===== src/rtl/mem_bus_arbiter_pkg.sv =====
// Shared encodings for the instruction/data memory bus arbiter.
// Holds FSM state codes, bus owner codes and the byte-enable width.
package mem_bus_arbiter_pkg;

   typedef enum logic [1:0] {
      ARB_IDLE = 2'd0,
      ARB_BUS  = 2'd1,
      ARB_DONE = 2'd2
   } arbState_t;

   typedef enum logic {
      OWN_INST = 1'b0,
      OWN_DATA = 1'b1
   } arbOwner_t;

   localparam int unsigned BE_W = 4;
   localparam logic [BE_W-1:0] BE_NONE = '0;

   function automatic int unsigned timeoutCntWidth(input int unsigned limit);
      return $clog2(limit + 1);
   endfunction

endpackage


===== src/rtl/mem_bus_arbiter_timeout_cnt.sv =====
// Bus-phase cycle counter: cleared on load, counts while inc, expire flags the last allowed cycle.
// Expire is combinational from the count; no handshake, the arbiter decides what to do with it.
module mem_bus_arbiter_timeout_cnt
   import mem_bus_arbiter_pkg::*;
#(
   parameter int unsigned LIMIT = 255
) (
   input  logic clk,
   input  logic rst,
   input  logic load,
   input  logic inc,
   output logic expire
);

   localparam int unsigned CW = timeoutCntWidth(LIMIT);
   localparam logic [CW-1:0] LAST = CW'(LIMIT - 1);

   logic [CW-1:0] count;

   // Saturates at LAST so a stuck inc can never wrap back into a fresh budget.
   always_ff @(posedge clk) begin
      if (rst) begin
         count <= '0;
      end else if (load) begin
         count <= '0;
      end else if (inc && (count != LAST)) begin
         count <= count + CW'(1);
      end
   end

   assign expire = inc && (count == LAST);

endmodule


===== src/rtl/mem_bus_arbiter.sv =====
// Shares one memory bus between fetch and data ports, data first; 3 cycles minimum per access.
// Requesters are held off by stall_req until their 1-cycle ready pulse; the bus holds mem_req until mem_ack.
module mem_bus_arbiter
   import mem_bus_arbiter_pkg::*;
#(
   parameter int unsigned AW          = 32,
   parameter int unsigned DW          = 32,
   parameter int unsigned TIMEOUT_CYC = 255
) (
   input  logic            clk,
   input  logic            rst,
   input  logic            inst_req,
   input  logic [AW-1:0]   inst_addr,
   output logic [DW-1:0]   inst_rdata,
   output logic            inst_ready,
   input  logic            data_req,
   input  logic [BE_W-1:0] data_we,
   input  logic [AW-1:0]   data_addr,
   input  logic [DW-1:0]   data_wdata,
   output logic [DW-1:0]   data_rdata,
   output logic            data_ready,
   output logic            mem_req,
   output logic [BE_W-1:0] mem_we,
   output logic [AW-1:0]   mem_addr,
   output logic [DW-1:0]   mem_wdata,
   input  logic [DW-1:0]   mem_rdata,
   input  logic            mem_ack,
   output logic            stall_req,
   output logic            bus_err
);

   arbState_t       state;
   arbState_t       nextState;
   arbOwner_t       owner;
   logic [AW-1:0]   addrQ;
   logic [BE_W-1:0] weQ;
   logic [DW-1:0]   wdataQ;
   logic [DW-1:0]   instRdataQ;
   logic [DW-1:0]   dataRdataQ;
   logic            busErrQ;

   logic            grant;
   logic            grantData;
   logic            ackSeen;
   logic            timeoutHit;
   logic            inBus;
   logic            expire;

   assign inBus = (state == ARB_BUS);

   mem_bus_arbiter_timeout_cnt #(
      .LIMIT (TIMEOUT_CYC)
   ) uTimeout (
      .clk    (clk),
      .rst    (rst),
      .load   (grant),
      .inc    (inBus),
      .expire (expire)
   );

   always_ff @(posedge clk) begin
      if (rst) begin
         state <= ARB_IDLE;
      end else begin
         state <= nextState;
      end
   end

   // Data wins ties: the M-stage access is older than the fetch behind it.
   always_comb begin
      nextState  = state;
      grant      = 1'b0;
      grantData  = 1'b0;
      ackSeen    = 1'b0;
      timeoutHit = 1'b0;
      case (state)
         ARB_IDLE: begin
            if (data_req) begin
               grant     = 1'b1;
               grantData = 1'b1;
               nextState = ARB_BUS;
            end else if (inst_req) begin
               grant     = 1'b1;
               nextState = ARB_BUS;
            end
         end
         ARB_BUS: begin
            if (mem_ack) begin
               ackSeen   = 1'b1;
               nextState = ARB_DONE;
            end else if (expire) begin
               timeoutHit = 1'b1;
               nextState  = ARB_DONE;
            end
         end
         ARB_DONE: begin
            nextState = ARB_IDLE;
         end
         default: begin
            nextState = ARB_IDLE;
         end
      endcase
   end

   always_ff @(posedge clk) begin
      if (rst) begin
         owner      <= OWN_INST;
         addrQ      <= '0;
         weQ        <= BE_NONE;
         wdataQ     <= '0;
         instRdataQ <= '0;
         dataRdataQ <= '0;
         busErrQ    <= 1'b0;
      end else begin
         if (grant) begin
            owner  <= grantData ? OWN_DATA : OWN_INST;
            addrQ  <= grantData ? data_addr : inst_addr;
            weQ    <= grantData ? data_we : BE_NONE;
            wdataQ <= grantData ? data_wdata : '0;
         end
         // Only the owner's read register moves; a timed-out access returns zero.
         if (ackSeen) begin
            if (owner == OWN_DATA) begin
               dataRdataQ <= mem_rdata;
            end else begin
               instRdataQ <= mem_rdata;
            end
         end else if (timeoutHit) begin
            busErrQ <= 1'b1;
            if (owner == OWN_DATA) begin
               dataRdataQ <= '0;
            end else begin
               instRdataQ <= '0;
            end
         end
      end
   end

   assign mem_req    = inBus;
   assign mem_we     = weQ;
   assign mem_addr   = addrQ;
   assign mem_wdata  = wdataQ;

   assign inst_ready = (state == ARB_DONE) && (owner == OWN_INST);
   assign data_ready = (state == ARB_DONE) && (owner == OWN_DATA);
   assign inst_rdata = instRdataQ;
   assign data_rdata = dataRdataQ;
   assign bus_err    = busErrQ;

   assign stall_req  = (inst_req & ~inst_ready) | (data_req & ~data_ready);

endmodule

===== config.mk =====
export PLATFORM = sky130hd
export DESIGN_NAME = mem_bus_arbiter
export DESIGN_NICKNAME = d
export VERILOG_FILES = /design/src/rtl/mem_bus_arbiter_pkg.sv /design/src/rtl/mem_bus_arbiter_timeout_cnt.sv /design/src/rtl/mem_bus_arbiter.sv
export SDC_FILE = /design/constraint.sdc
export NUM_CORES = 1
export LEC_CHECK = 0
export CORE_MARGIN = 8
export CORE_UTILIZATION = 36
export CTS_CLUSTER_SIZE = 28
export DETAILED_ROUTE_END_ITERATION = 10
export GPL_TIMING_DRIVEN = 0
export PLACE_DENSITY = 0.87
export SETUP_SLACK_MARGIN = 0.4
export SLEW_MARGIN = 20
export SYNTH_ARGS = -nofsm -noshare
export SYNTH_HDL_FRONTEND = slang
export SYNTH_SLANG_ARGS = --single-unit

===== constraint.sdc =====
create_clock -name clk -period 1.4 [get_ports clk]
set_input_delay 0.28 -clock clk [delete_from_list [all_inputs] [get_ports clk]]
set_output_delay 0.28 -clock clk [all_outputs]
set_load 0.01 [all_outputs]

### Word-level counts from Yosys, hierarchy flattened

Index checks and enable logic that the tools add are counted.

| storage, ports and cells | value |
|---|---|
| word-level logic and storage cells | 65 |
| register bits | 144 |
| output and inout bits | 137 |
| input bits | 137 |

| cells by class | value |
|---|---|
| reduce and logical (&&, ||, !) cells | 11 |
| multiplexer cells | 27 |
| bitwise gates (word level) | 7 |
| equal/unequal tests | 10 |
| add/subtract/negate cells | 1 |

Operators by type and width:

| operator | number |
|---|---|
| 2-to-1 mux 32 bit | 10 |
| 2-to-1 mux 1 bit | 11 |
| adder 8 x 1 -> 8 bit, second input constant | 1 |
| == test 8 bit, second input constant | 1 |
| 2-to-1 mux 2 bit | 4 |
| inequality test 2 bit, second input constant | 4 |
| inequality test 8 bit, second input constant | 1 |
| inequality test 3 bit, second input constant | 2 |
| AND reduction 3 bit | 2 |
| logical AND 1 bit | 4 |
| 2-to-1 mux 4 bit | 1 |
| inverter 1 bit | 4 |
| case mux 2 bit (2 select lines) | 1 |
| AND reduction 2 bit | 2 |
| bitwise AND 1 bit | 2 |
| == test 2 x 1 -> 1 bit, second input constant | 1 |
| == test 2 bit, second input constant | 1 |
| zero test 2 bit | 1 |
| nonzero test 2 bit | 1 |
| OR reduction 2 bit | 1 |
| OR 1 bit | 1 |

### Depth between registers and ports, before layout

| logic depth | value |
|---|---|
| depth after elaboration | 7 |
| mapped depth | 8 |

### Cells and area by module

Synthesis repeated with hierarchy kept, for this count alone.

| unflattened totals | value |
|---|---|
| cell total of the unflattened synthesis | 627 |
| area, all modules | 5988.2 um2 |

By module, submodules not included:

| module | sequential area each (um2) | cells each | area each (um2) | instances |
|---|---|---|---|---|
| mem_bus_arbiter | 2722.6 | 576 | 5532.8 | 1 |
| mem_bus_arbiter_timeout_cnt | 160.2 | 51 | 455.4 | 1 |

### Worst setup path after synthesis

Ideal clock, no wire load.

| timing path | value |
|---|---|
| kind | register -> register |
| start point | register uTimeout.count[0] |
| end point | register uTimeout.count[7] |
| path buffers | 0 |
| cell stages (with the launch flop) | 7 |
| clock period less this slack | 1.536 ns |
| arrival time | 1.466 ns |
| library setup time | 0.070 ns |
| setup slack | -0.136 ns |
| required time | 1.330 ns |
| path through | dfxtp_1 -> inv_1 -> ha_1 -> nand3_1 -> o21ai_2 -> or4_1 -> a21oi_1 |

| on the way | value |
|---|---|
| longest elaborated chain between the ends | 2 |

Ends and longest elaborated chain:

| item | RTL line | source |
|---|---|---|
| start, declared | mem_bus_arbiter_timeout_cnt.sv:18 | `logic [CW-1:0] count;` |
| start signal, assigned | mem_bus_arbiter_timeout_cnt.sv:27 | `count <= count + CW'(1);` |
| branches (longest 2 deep; another with adder 8 x 1 -> 8 bit) | n/a |  |

Parallel ways; which one is timed is not known.
A chain may end at the register's enable or synchronous reset.

### Worst setup path in the final report

| timing path | value |
|---|---|
| start point | register state[0] |
| end point | output stall_req |

| on the way | value |
|---|---|
| longest elaborated chain between the ends | 5 |

Ends and longest elaborated chain:

| item | RTL line | source |
|---|---|---|
| start, declared | mem_bus_arbiter.sv:32 | `arbState_t state;` |
| start signal, assigned | mem_bus_arbiter.sv:65 | `state <= nextState;` |
| == test 2 bit (*) | mem_bus_arbiter.sv:144, mem_bus_arbiter.sv:145 |  |
| logical AND 1 bit, on equally long branches | mem_bus_arbiter.sv:144, mem_bus_arbiter.sv:145 |  |
| inverter 1 bit | mem_bus_arbiter.sv:150 | `assign stall_req = (inst_req & ~inst_ready) \| (data_req & ~data_ready);` |
| bitwise AND 1 bit | mem_bus_arbiter.sv:150 |  |
| OR 1 bit (*) | mem_bus_arbiter.sv:150 |  |
| end, declared | mem_bus_arbiter.sv:28 | `output logic stall_req,` |

Every way passes the cells marked *; elsewhere a longest branch is shown, timed or not.

==> results.sh <==
export IMPL_syn_to_final_growth_pct=105
export IMPL_critical_path_class="flip-flop to output pin"
export IMPL_dp_hpwl_um=13900
export IMPL_port_buffers=273
export IMPL_status="finished with violations"
export IMPL_dieArea_mm2=0.0186
export IMPL_initial_utilization_pct=36.4
export IMPL_cp_arrival_ps=1410
export IMPL_cp_common_cell="buf_6"
export IMPL_drt_wl_total_um=23400
export IMPL_ys_seq_elements=144
export IMPL_core_mm2=0.0144
export IMPL_total_leakage_power_nw=4.43
export IMPL_clk_path_buf_depth=2
export IMPL_synth_top_area_cell="dfxtp_1"
export IMPL_worstPathCellList="buf_6 -> and3b_2 -> o22ai_2 -> buf_6"
export IMPL_vdd_ir_drop_worst_v=0.000874
export IMPL_ys_warn_count=0
export IMPL_period_minus_slack_ps=1690
export IMPL_p_int_mw=8.80
export IMPL_seqPwrFrac_pct=38.2
export IMPL_io_pin_count=274
export IMPL_p_per_area_mw_per_mm2=1120
export IMPL_viasPerCell=5.45
export IMPL_slowest_stage="dfxtp_2"
export IMPL_rows=44
export IMPL_slew_headroom_pct=64.2
export IMPL_switching_share_pct=26.7
export IMPL_synthTopCellsByArea="dfxtp_1 (55%), a32o_1 (12%), mux2i_1 (6.1%)"
export IMPL_pwr_share_clk_pct=38.7
export IMPL_grt_max_degree=17
export IMPL_startpoint_type="flip-flop"
export IMPL_drtPass1Iterations=5
export IMPL_comb_power_share_pct=23.0
export IMPL_drtIter0Drc=339
export IMPL_reg2regPathDepth=8
export IMPL_setup_slack_ps=-290
export IMPL_period_share_pct=121
export IMPL_fmax_mhz=592
export IMPL_grt_pass1_wl_um=33000
export IMPL_gp_congestion=0.789
export IMPL_clockRootBuffer="clkbuf_16"
export IMPL_final_max_slew_viol_count=0
export IMPL_p_total_mw=12.0
export IMPL_max_stage_delay_ps=320
export IMPL_cts_hold_buf=0
export IMPL_ys_types=44
export IMPL_cts_max_level=4
export IMPL_synth_edf_count=0
export IMPL_syn_inst=445
export IMPL_drc=0
export IMPL_hold_path_class="flip-flop to flip-flop"
export IMPL_hold_viol_final=0
export IMPL_dr_total_vias=5590
export IMPL_violations="negative setup slack"
export IMPL_drive_gt1_share_pct=59.6
export IMPL_cp_max_fo=5
export IMPL_setup_viol=144
export IMPL_antenna_cells=0
export IMPL_tns_ps=-23860
export IMPL_worst_pin_slew_ps=537
export IMPL_required_ps=1120
export IMPL_worstSetupEndpointType="output pin"
export IMPL_switchingPower_mw=3.21
export IMPL_n_fill_cell=832
export IMPL_synthFlopType="dfxtp_1"
export IMPL_clock_sinks=144
export IMPL_syn_nets=584
export IMPL_clk_pin_slew_ps=60
export IMPL_fin_skew_ps=18.6
export IMPL_ys_seq_area_share_pct=55.1
export IMPL_die_h_um=137
export IMPL_synth_top_area_share_pct=55.1
export IMPL_nNetsFinal=968
export IMPL_cts_tree="built"
export IMPL_ant_nets=0
export IMPL_grt_usage_pct=23.0
export IMPL_rsz0062_at_grt="true"
export IMPL_grt_antenna_before_repair=0
export IMPL_synth_area_mm2=0.00523
export IMPL_first_global_vias=5897
export IMPL_clock_latency_ps=420
export IMPL_wire_per_inst_um=22.8
export IMPL_async_reset_ff_share_pct=0
export IMPL_whs_path_depth=1
export IMPL_overflow=0
export IMPL_reg2reg_from="state[1]"
export IMPL_syn_avg_cell_area_um2=11.8
export IMPL_startpoint="state[0]"
export IMPL_hp_start="inst_rdata[19]"
export IMPL_drv_cap=0
export IMPL_die_w_um=137
export IMPL_cts_buffers=17
## cells in the final DEF, fill, tap and decap left out, drive strengths merged, types with 6 or more instances in the layout
| cell | synthesis | routed |
|---|---|---|
| buf | 31 | 256 |
| a21oi | 6 | 6 |
| dfxtp | 144 | 144 |
| clkdlybuf4s50 | 0 | 135 |
| clkbuf | 11 | 35 |
| inv | 5 | 10 |
| a22o | 36 | 36 |
| nor2 | 44 | 44 |
| a211oi | 34 | 34 |
| mux2i | 32 | 32 |
| a32o | 64 | 64 |
## layer usage
| metal | vias to the layer above | part of all wire (%) | GRT usage, % | wire length, um |
|---|---|---|---|---|
| met4 | 0 | 3.0 | 9.58 | 705 |
| met2 | 317 | 53 | 41.7 | 12400 |
| met3 | 48 | 8.8 | 6.61 | 2070 |
| met1 | 2719 | 35 | 24.3 | 8280 |
| li1 | 2506 | - | - | - |
| met5 | - | 0 | 0 | 0 |
## power by group through the flow
stage | clock (mW) | sequential [mW] | combinational, mW
finish | 4.65 | 4.59 | 2.76
global route | 4.88 | 4.61 | 2.90
CTS | 4.65 | 4.58 | 2.53
detailed placement | 0 | 4.57 | 1.98
global placement | 0 | 4.56 | 1.95
floorplan | 0 | 4.67 | 0.747
## sequential cells by signal, indices dropped and copies added (netlist names)
signal and flops:
bus_err 1, data_rdata 32, owner 1, mem_wdata 32
uTimeout.count 8, mem_addr 32, inst_rdata 32, mem_we 4
state 2
## path summary, 6_finish.rpt
kind	end	slack [ps]
setup / recovery	stall_req	-290
hold / removal	inst_rdata[19]	470
setup reg to reg	inst_rdata[14]	-260
hold reg to reg	inst_rdata[19]	470
## stage by stage
stage               worst slack [ps]  instance area [um^2]  hold WS (ps)  util (%)  std cells
finish                          -290                 10700           469      74.8       1026
global route                    -321                 10700           471      74.8       1026
CTS                             -250                 10300           455      72.0        999
detailed placement              -851                  8340           453      58.0        902
global placement                -841                  8340           446      58.0        902
floorplan                      -8.26                  5380           413         -        445
## critical path, delay by kind of cell, from the launching register on
family / cells / cell delay [ps]
buffers and inverters: 2 / 280
and+or+nand+nor: 1 / 240
DFF: 1 / 320
AOI/OAI and AO/OA: 1 / 170
## area by class of cell
class | instances | area [um^2] | area share [%]
Clock buffer | 20 | 457 | 4.25
Multi-Input combinational cell | 254 | 2470 | 23.0
Timing Repair Buffer | 365 | 3920 | 36.5
Tap cell | 184 | 230 | 2.14
Clock inverter | 12 | 148 | 1.37
Sequential cell | 144 | 3070 | 28.5
Inverter | 5 | 21.3 | 0.198
Buffer | 42 | 434 | 4.04
## synthesized netlist by cell type, drive strengths merged, types with 3 or more instances
cell type  count
dfxtp        144
a32o          64
nor2          44
a22o          36
a211oi        34
mux2i         32
buf           31
clkbuf        11
a21oi          6
inv            5
nand3          3
o21ai          3
xnor2          3
## logic make-up (layout without fill, tap and decap cells)
logic type	Yosys count	in the layout	share of synthesized area [%]
AOI/OAI and AO/OA	150	150	25.5
xor gates and xnor gates	5	5	0.837
adders and majority gates	2	2	0.478
buffers and inverters	47	444	5.31
DFF	144	144	55.1
muxes	32	32	6.12
and+or+nand+nor	65	65	6.63
## repair_timing
| item | in CTS | in global routing |
|---|---|---|
| pin swaps | 39 | 36 |
| cloned | 15 | 1 |
| buffers inserted | 50 | 26 |
| resized for setup | 942 | 45 |
| setup endpoints to repair | 281 | 281 |
Note: power is estimated with default switching activity, not from simulation.
